## src/rtl/div_unit.sv

```systemverilog
// Radix-2 restoring 32-bit divider for the execute stage.
// Holds the pipeline through stallreq_o until {rem, quo} is ready.
module div_unit (
  input  logic        clk,
  input  logic        rst,
  input  logic        signed_div_i,
  input  logic [31:0] opdata1_i,
  input  logic [31:0] opdata2_i,
  input  logic        start_i,
  input  logic        annul_i,
  output logic [63:0] result_o,
  output logic        ready_o,
  output logic        stallreq_o
);

  localparam logic [1:0] FREE   = 2'b00;
  localparam logic [1:0] BYZERO = 2'b01;
  localparam logic [1:0] ON     = 2'b10;
  localparam logic [1:0] END    = 2'b11;

  logic [1:0]  state_q, state_d;
  logic [4:0]  cnt_q, cnt_d;
  logic [64:0] work_q, work_d;
  logic [31:0] dvsr_q, dvsr_d;
  logic        negq_q, negq_d;
  logic        negr_q, negr_d;
  logic [63:0] result_q, result_d;
  logic        ready_q, ready_d;

  logic [31:0] a_abs, b_abs;
  logic [32:0] diff;
  logic [64:0] step;
  logic [31:0] quo, rem;

  always_comb begin
    a_abs = (signed_div_i && opdata1_i[31]) ? (~opdata1_i + 32'd1) : opdata1_i;
    b_abs = (signed_div_i && opdata2_i[31]) ? (~opdata2_i + 32'd1) : opdata2_i;
    diff  = {1'b0, work_q[63:32]} - {1'b0, dvsr_q};
    // Borrow means the trial subtraction failed: shift in a 0 quotient bit
    step  = diff[32] ? {work_q[63:0], 1'b0}
                     : {diff[31:0], work_q[31:0], 1'b1};
    quo   = negq_q ? (~step[31:0] + 32'd1) : step[31:0];
    rem   = negr_q ? (~step[64:33] + 32'd1) : step[64:33];
  end

  always_comb begin
    state_d  = state_q;
    cnt_d    = cnt_q;
    work_d   = work_q;
    dvsr_d   = dvsr_q;
    negq_d   = negq_q;
    negr_d   = negr_q;
    result_d = 64'd0;
    ready_d  = 1'b0;
    case (state_q)
      FREE: begin
        if (start_i && !annul_i) begin
          negq_d  = signed_div_i & (opdata1_i[31] ^ opdata2_i[31]);
          negr_d  = signed_div_i & opdata1_i[31];
          dvsr_d  = b_abs;
          work_d  = {32'd0, a_abs, 1'b0};
          cnt_d   = 5'd0;
          state_d = (opdata2_i == 32'd0) ? BYZERO : ON;
        end
      end
      BYZERO: begin
        if (annul_i) begin
          state_d = FREE;
        end else begin
          state_d = END;
          ready_d = 1'b1;
        end
      end
      ON: begin
        if (annul_i) begin
          state_d = FREE;
          cnt_d   = 5'd0;
        end else begin
          work_d = step;
          cnt_d  = cnt_q + 5'd1;
          if (cnt_q == 5'd31) begin
            state_d  = END;
            ready_d  = 1'b1;
            result_d = {rem, quo};
          end
        end
      end
      END: begin
        if (annul_i || !start_i) begin
          state_d = FREE;
        end else begin
          ready_d  = 1'b1;
          result_d = result_q;
        end
      end
      default: state_d = FREE;
    endcase
  end

  always_ff @(posedge clk) begin
    if (rst) begin
      state_q  <= FREE;
      cnt_q    <= 5'd0;
      work_q   <= 65'd0;
      dvsr_q   <= 32'd0;
      negq_q   <= 1'b0;
      negr_q   <= 1'b0;
      result_q <= 64'd0;
      ready_q  <= 1'b0;
    end else begin
      state_q  <= state_d;
      cnt_q    <= cnt_d;
      work_q   <= work_d;
      dvsr_q   <= dvsr_d;
      negq_q   <= negq_d;
      negr_q   <= negr_d;
      result_q <= result_d;
      ready_q  <= ready_d;
    end
  end

  assign result_o   = result_q;
  assign ready_o    = ready_q;
  assign stallreq_o = start_i & ~ready_q;

endmodule

```

## config.mk

```make
export PLATFORM = sky130hd
export DESIGN_NAME = div_unit
export DESIGN_NICKNAME = d
export VERILOG_FILES = /design/src/rtl/div_unit.sv
export SDC_FILE = /design/constraint.sdc
export NUM_CORES = 1
export LEC_CHECK = 0
export ABC_AREA = 0
export BUFFER_PORTS_ARGS = -buffer_cell sky130_fd_sc_hd__buf_2
export CAP_MARGIN = 20
export CELL_PAD_IN_SITES_DETAIL_PLACEMENT = 1
export CELL_PAD_IN_SITES_GLOBAL_PLACEMENT = 2
export CORE_ASPECT_RATIO = 0.7
export CORE_MARGIN = 2
export CORE_UTILIZATION = 37
export DETAILED_ROUTE_END_ITERATION = 16
export PLACE_DENSITY_LB_ADDON = 0.2
export SETUP_SLACK_MARGIN = 0.05
export SYNTH_ARGS = -nofsm -noshare
export SYNTH_HDL_FRONTEND = slang
export SYNTH_SLANG_ARGS = --single-unit
```

## constraint.sdc

```tcl
create_clock -name clk -period 6.49 [get_ports clk]
set_input_delay 0.3245 -clock clk [delete_from_list [all_inputs] [get_ports clk]]
set_output_delay 0.3245 -clock clk [all_outputs]
set_load 0.01 [all_outputs]
```

Yosys cells after proc, flatten, opt, wreduce, memory -nomap -nowiden
Index checks and enable logic that the tools add are counted.
W data, S select, Z words.
{"block": "word_totals", "out_inout_bits": 66, "regBits": 170}
{"block": "classes", "add_sub_neg": 6, "n_eq_ne": 8, "bitwise": 9, "n_mux": 27, "reduce_logical": 13}
{"cell": "$mux W64", "n": 5}
{"cell": "$pmux W64 S2", "n": 2}
{"cell": "$add A32 B1 Y32 const B", "n": 4}
{"cell": "$mux W32", "n": 4}
{"cell": "$not A32 Y32", "n": 4}
{"cell": "$mux W65", "n": 1}
{"cell": "$sub A32 B32 Y33", "n": 1}
{"cell": "$logic_not A32 Y1", "n": 1}
{"cell": "$mux W2", "n": 6}
{"cell": "$mux W5", "n": 2}
{"cell": "$pmux W5 S2", "n": 1}
{"cell": "$pmux W2 S4", "n": 1}
{"cell": "$ne A2 B2 Y1 const B", "n": 3}
{"cell": "$reduce_and A3 Y1", "n": 2}
{"cell": "$add A5 B1 Y5 const B", "n": 1}
{"cell": "$eq A5 B5 Y1 const B", "n": 1}
{"cell": "$eq A2 B2 Y1 const B", "n": 2}
{"cell": "$mux W1", "n": 4}
{"cell": "$reduce_and A2 Y1", "n": 2}
{"cell": "$and A1 B1 Y1", "n": 3}
{"cell": "$logic_and A1 B1 Y1", "n": 3}
{"cell": "$ne A3 B3 Y1 const B", "n": 1}
{"cell": "$pmux W1 S3", "n": 1}
{"cell": "$eq A2 B1 Y1 const B", "n": 1}
{"cell": "6 further kinds", "n": 7}

Depth between registers and ports, before layout
{"block": "depth", "ltp_word": 8, "depth_mapped": 22, "depth_no_buf": 17}

Worst setup path after synthesis
No wires, ideal clock.
{"block": "synth_path", "path_type": "reg-to-reg", "start": "register work_q[32]", "end": "register result_q[58], in the netlist result_o[58]", "setup_ns": 0.117, "t_arrival_ns": 4.221, "path_stages_with_launch": 22, "slack_ns": 2.153, "path_buffers": 5, "t_required_ns": 6.373, "path_cell_list": "dfxtp_1 -> inv_1 -> ha_1 -> fa_1 -> nand2b_1 -> a211oi_4 -> o2111ai_2 -> a21oi_2 -> or2_1 -> buf_6 -> buf_6 -> buf_6 -> buf_2 -> buf_2 -> nand2_1 -> o21ai_0 -> ha_1 -> nor3b_2 -> o211ai_4 -> o31ai_1 -> xor2_1 -> a22o_1"}
{"block": "synth_between", "elab_chain_cells": 8}
{"element": "start, declared", "line_no": "23", "rtl": "logic [64:0] work_q, work_d;"}
{"element": "start signal, assigned", "line_no": "113", "rtl": "work_q <= work_d;"}
{"element": "$sub A32 B32 Y33", "line_no": "38", "rtl": "diff = {1'b0, work_q[63:32]} - {1'b0, dvsr_q};"}
{"element": "$mux W65 *", "line_no": "40", "rtl": "step = diff[32] ? {work_q[63:0], 1'b0}"}
{"element": "$not A32 Y32", "line_no": "43", "rtl": "rem = negr_q ? (~step[64:33] + 32'd1) : step[64:33];"}
{"element": "$add A32 B1 Y32", "line_no": "43"}
{"element": "$mux W32 *", "line_no": "43"}
{"element": "$mux W64 *", "line_no": "81", "rtl": "if (cnt_q == 5'd31) begin"}
{"element": "$mux W64 *", "line_no": "75", "rtl": "if (annul_i) begin"}
{"element": "$pmux W64 S2 *", "line_no": "55", "rtl": "case (state_q)"}
{"element": "end signal, assigned", "line_no": "117", "rtl": "result_q <= result_d;"}
{"element": "end, declared", "line_no": "27", "rtl": "logic [63:0] result_q, result_d;"}
Every way passes the cells marked *; elsewhere a longest branch is shown, timed or not.
A chain may end at the register's enable or synchronous reset.

Final worst setup path
{"block": "layout_path", "start": "register work_q[32]", "end": "register result_q[63], in the netlist result_o[63]"}
The elaborated chain is that of the path after synthesis.

==> results.sh <==
export IMPL_outcome="completed"
export IMPL_grt_max_degree=80
export IMPL_hp_start="opdata2_i[1]"
export IMPL_met2_length_mm=17.1
export IMPL_synth_top_cell_area_share_pct=28.8
export IMPL_synth_area_leader_cell="dfxtp_1"
export IMPL_rsz0062_at_grt="false"
export IMPL_timing_final_max_slew_violations=0
export IMPL_overflow=0
export IMPL_cts_tree="done"
export IMPL_netSwitchingFraction_pct=36.0
export IMPL_core_area_sq_mm=0.0313
export IMPL_ios=135
export IMPL_post_cts_repair_setup_buffers=0
export IMPL_synth_seq_area_share_pct=28.8
export IMPL_fin_util_pct=42.5
export IMPL_combPwrFrac_pct=28.1
export IMPL_synth_warnings=0
export IMPL_drt_initial_drc_count=671
export IMPL_finalHoldViolCount=0
export IMPL_setup_tns_ns=0
export IMPL_ant_nets=0
export IMPL_async_flop_share_pct=0
export IMPL_cts_sinks=170
export IMPL_syn_to_final_growth_pct=12.6
export IMPL_synth_main_ff_cell="dfxtp_1"
export IMPL_synth_edf_count=0
export IMPL_antenna_found_initial=1
export IMPL_finalSetupViolCount=0
export IMPL_worst_ep_required_time_ns=6.83
export IMPL_die_w_um=218
export IMPL_intPower_mw=1.94
export IMPL_num_fill_cells=3922
export IMPL_cts_buffers=17
export IMPL_grt_use_total_pct=25.0
export IMPL_gp_congestion=0.899
export IMPL_fin_crit_sh_pct=77.7
export IMPL_drc_errors=0
export IMPL_skew_ns=0.0166
export IMPL_cts_max_level=4
export IMPL_peakVddDrop_v=0.000148
export IMPL_initial_core_util_pct=37.8
export IMPL_crit_fanout=28
export IMPL_viasPerCell=5.68
export IMPL_criticalPathCategory="reg -> reg"
export IMPL_ctsResizeCount=0
export IMPL_yosys_top_cells_area="dfxtp_1 29%, nand2_1 6.2%, nor2_1 6.2%"
export IMPL_clock_path_buffers=2
export IMPL_clock_root_buffer="clkbuf_16"
export IMPL_avgSynthCellArea_sq_um=7.54
export IMPL_cp_start_kind="flip-flop"
export IMPL_drive_gt1_share_pct=14.0
export IMPL_maxCapViolCount=0
export IMPL_die_h_um=154
export IMPL_m1WireLength_mm=22.3
export IMPL_p_sw_mw=1.09
export IMPL_p_clk_share_pct=35.0
export IMPL_wirelength_mm=41.5
export IMPL_clock_latency_ns=0.46
export IMPL_fp_row_count=54
export IMPL_dr_pass1_iters=5
export IMPL_worst_slew_pin_slew_ns=1.00
export IMPL_synth_distinct_cells=89
export IMPL_max_slew_margin_rel_pct=33.3
export IMPL_ys_ff_latch=170
export IMPL_layout_min_cycle_time_ns=5.04
export IMPL_dr_wl_met3_mm=1.75
export IMPL_synth_nets=1680
export IMPL_final_nets=1747
export IMPL_syn_cell_area_sq_mm=0.0118
export IMPL_synthCells=1567
export IMPL_vias=11746
export IMPL_ctsHoldBuffers=0
export IMPL_worstReg2RegStart="work_q[32]$_SDFFE_PP0P_"
export IMPL_hpwl_mm=31.9
export IMPL_crit_arrival_ns=5.38
export IMPL_power_leakage_nw=5.17
export IMPL_maxUsedRoutingLayer="met4"
export IMPL_grt_pass1_wl_mm=65.9
export IMPL_max_freq_mhz=198
export IMPL_pwr_share_seq_pct=37.0
export IMPL_cp_end_kind="flip-flop"
export IMPL_p_per_area_mw_per_mm2=228
export IMPL_antenna_cells=0
export IMPL_crit_start="work_q[32]$_SDFFE_PP0P_"
export IMPL_wl_per_cell_um=20.1
export IMPL_grt_pass1_vias=11426
export IMPL_numPortBuffers=134
export IMPL_clk_pin_slew_ns=0.07
export IMPL_dieArea_sq_mm=0.0334
export IMPL_hold_path_class="in -> reg"
==> flip-flops by register name, indices dropped and copies added (netlist names) <==
name and cells:
result_o 64, negr_q 1, work_q 64, ready_o 1, cnt_q 5, state_q 2, negq_q 1, dvsr_q 32
==> metal layers <==
metal / track usage (%) / vias to the layer above
met2: 36.0 / 232
met4: 4.73 / 0
met3: 3.94 / 21
met5: 0 / -
li1: - / 5765
met1: 38.8 / 5728
==> worst max-delay path, cell delays in order, from the launching register on <==
cell	delay [ns]
dfxtp_1	0.40
inv_1	0.08
ha_1	0.23
fa_1	0.41
nand2b_1	0.23
a211oi_4	0.34
o2111ai_2	0.23
a21oi_2	0.31
or2_2	0.60
buf_4	0.41
mux2_2	0.42
nor4_1	0.38
and4bb_1	0.36
a41oi_1	0.17
xnor2_1	0.17
a22o_1	0.20
==> synthesized netlist by cell type, drive strengths merged, types with 11 or more instances <==
master	n
a211oi	35
a21oi	135
a22o	21
a22oi	61
a31oi	14
and2	15
buf	30
clkbuf	67
dfxtp	170
ha	43
inv	56
nand2	196
nand3	11
nand4	13
nor2	195
nor3	34
nor4	15
o21a	15
o21ai	98
o31ai	26
o41ai	11
or2	13
or3	19
or4	16
xnor2	77
xor2	51
==> power groups by stage <==
stage	combinational, mW	sequential [mW]	clock (mW)
detailed placement	0.840	1.15	0
global route	0.942	1.13	1.12
CTS	0.846	1.12	1.08
global placement	0.827	1.14	0
finish	0.853	1.12	1.06
floorplan	0.606	1.13	0
==> final timing paths <==
path / to / depth (start not counted) / slack, ns
worst min register to register: dvsr_q[29]$_SDFFE_PP0P_ / 2 / 0.46
worst max register to register: result_o[63]$_SDFFE_PP0N_ / 15 / 1.45
worst min-delay path: dvsr_q[1]$_SDFFE_PP0P_ / 3 / 0.16
worst max-delay path: result_o[63]$_SDFFE_PP0N_ / 15 / 1.45
==> metrics by stage <==
step | cells | hold WS, ns | power [mW] | setup slack (ns) | area [sq um]
3_3_place_gp | 2034 | 0.442 | 1.97 | 1.71 | 12700
5_1_grt | 2067 | 0.170 | 3.19 | 1.14 | 13300
6_report | 2067 | 0.165 | 3.04 | 1.45 | 13300
4_1_cts | 2066 | 0.143 | 3.05 | 1.48 | 13300
2_1_floorplan | 1567 | 0.432 | 1.74 | 2.15 | 11800
3_5_place_dp | 2034 | 0.450 | 1.99 | 1.50 | 12700
==> layout make-up <==
class	instances	area, sq um	share of cell area [%]
Multi-Input combinational cell	1244	7800	58.7
Sequential cell	170	3400	25.6
Timing Repair Buffer	145	768	5.78
Tap cell	420	526	3.95
Clock buffer	17	425	3.20
Inverter	56	213	1.60
Clock inverter	15	163	1.22
==> cells in the final DEF (no fill, tap or decap), types with 9 or more instances in the layout <==
master,netlist,layout
nor2_1,195,193
ha_1,43,42
nand2_1,196,196
clkbuf_16,0,17
a22oi_1,61,61
a21oi_1,129,128
nand3_1,11,11
buf_4,5,11
nand2b_1,10,10
a31oi_1,14,14
nor3_1,34,33
o21a_1,15,15
a211oi_1,34,34
or3_1,19,19
xnor2_1,77,77
or2_2,10,11
o31ai_1,23,23
nand4_1,12,12
o21ai_0,89,89
nor4_1,14,14
buf_2,13,133
and2_1,14,13
or4_1,15,15
inv_1,55,55
o41ai_1,9,9
a22o_1,21,21
mux2i_1,9,9
dfxtp_1,170,170
xor2_1,51,51
==> cells by family after synthesis <==
kind of cell	after synthesis	synth area share [%]
adders and majority gates	44	4.72
buffers and inverters	153	5.50
xor gates and xnor gates	128	9.49
muxes	12	1.08
and+or+nand+nor	566	22.1
DFF	170	28.8
AOI/OAI and AO/OA	494	28.3
(Power assumes the default switching activity.)
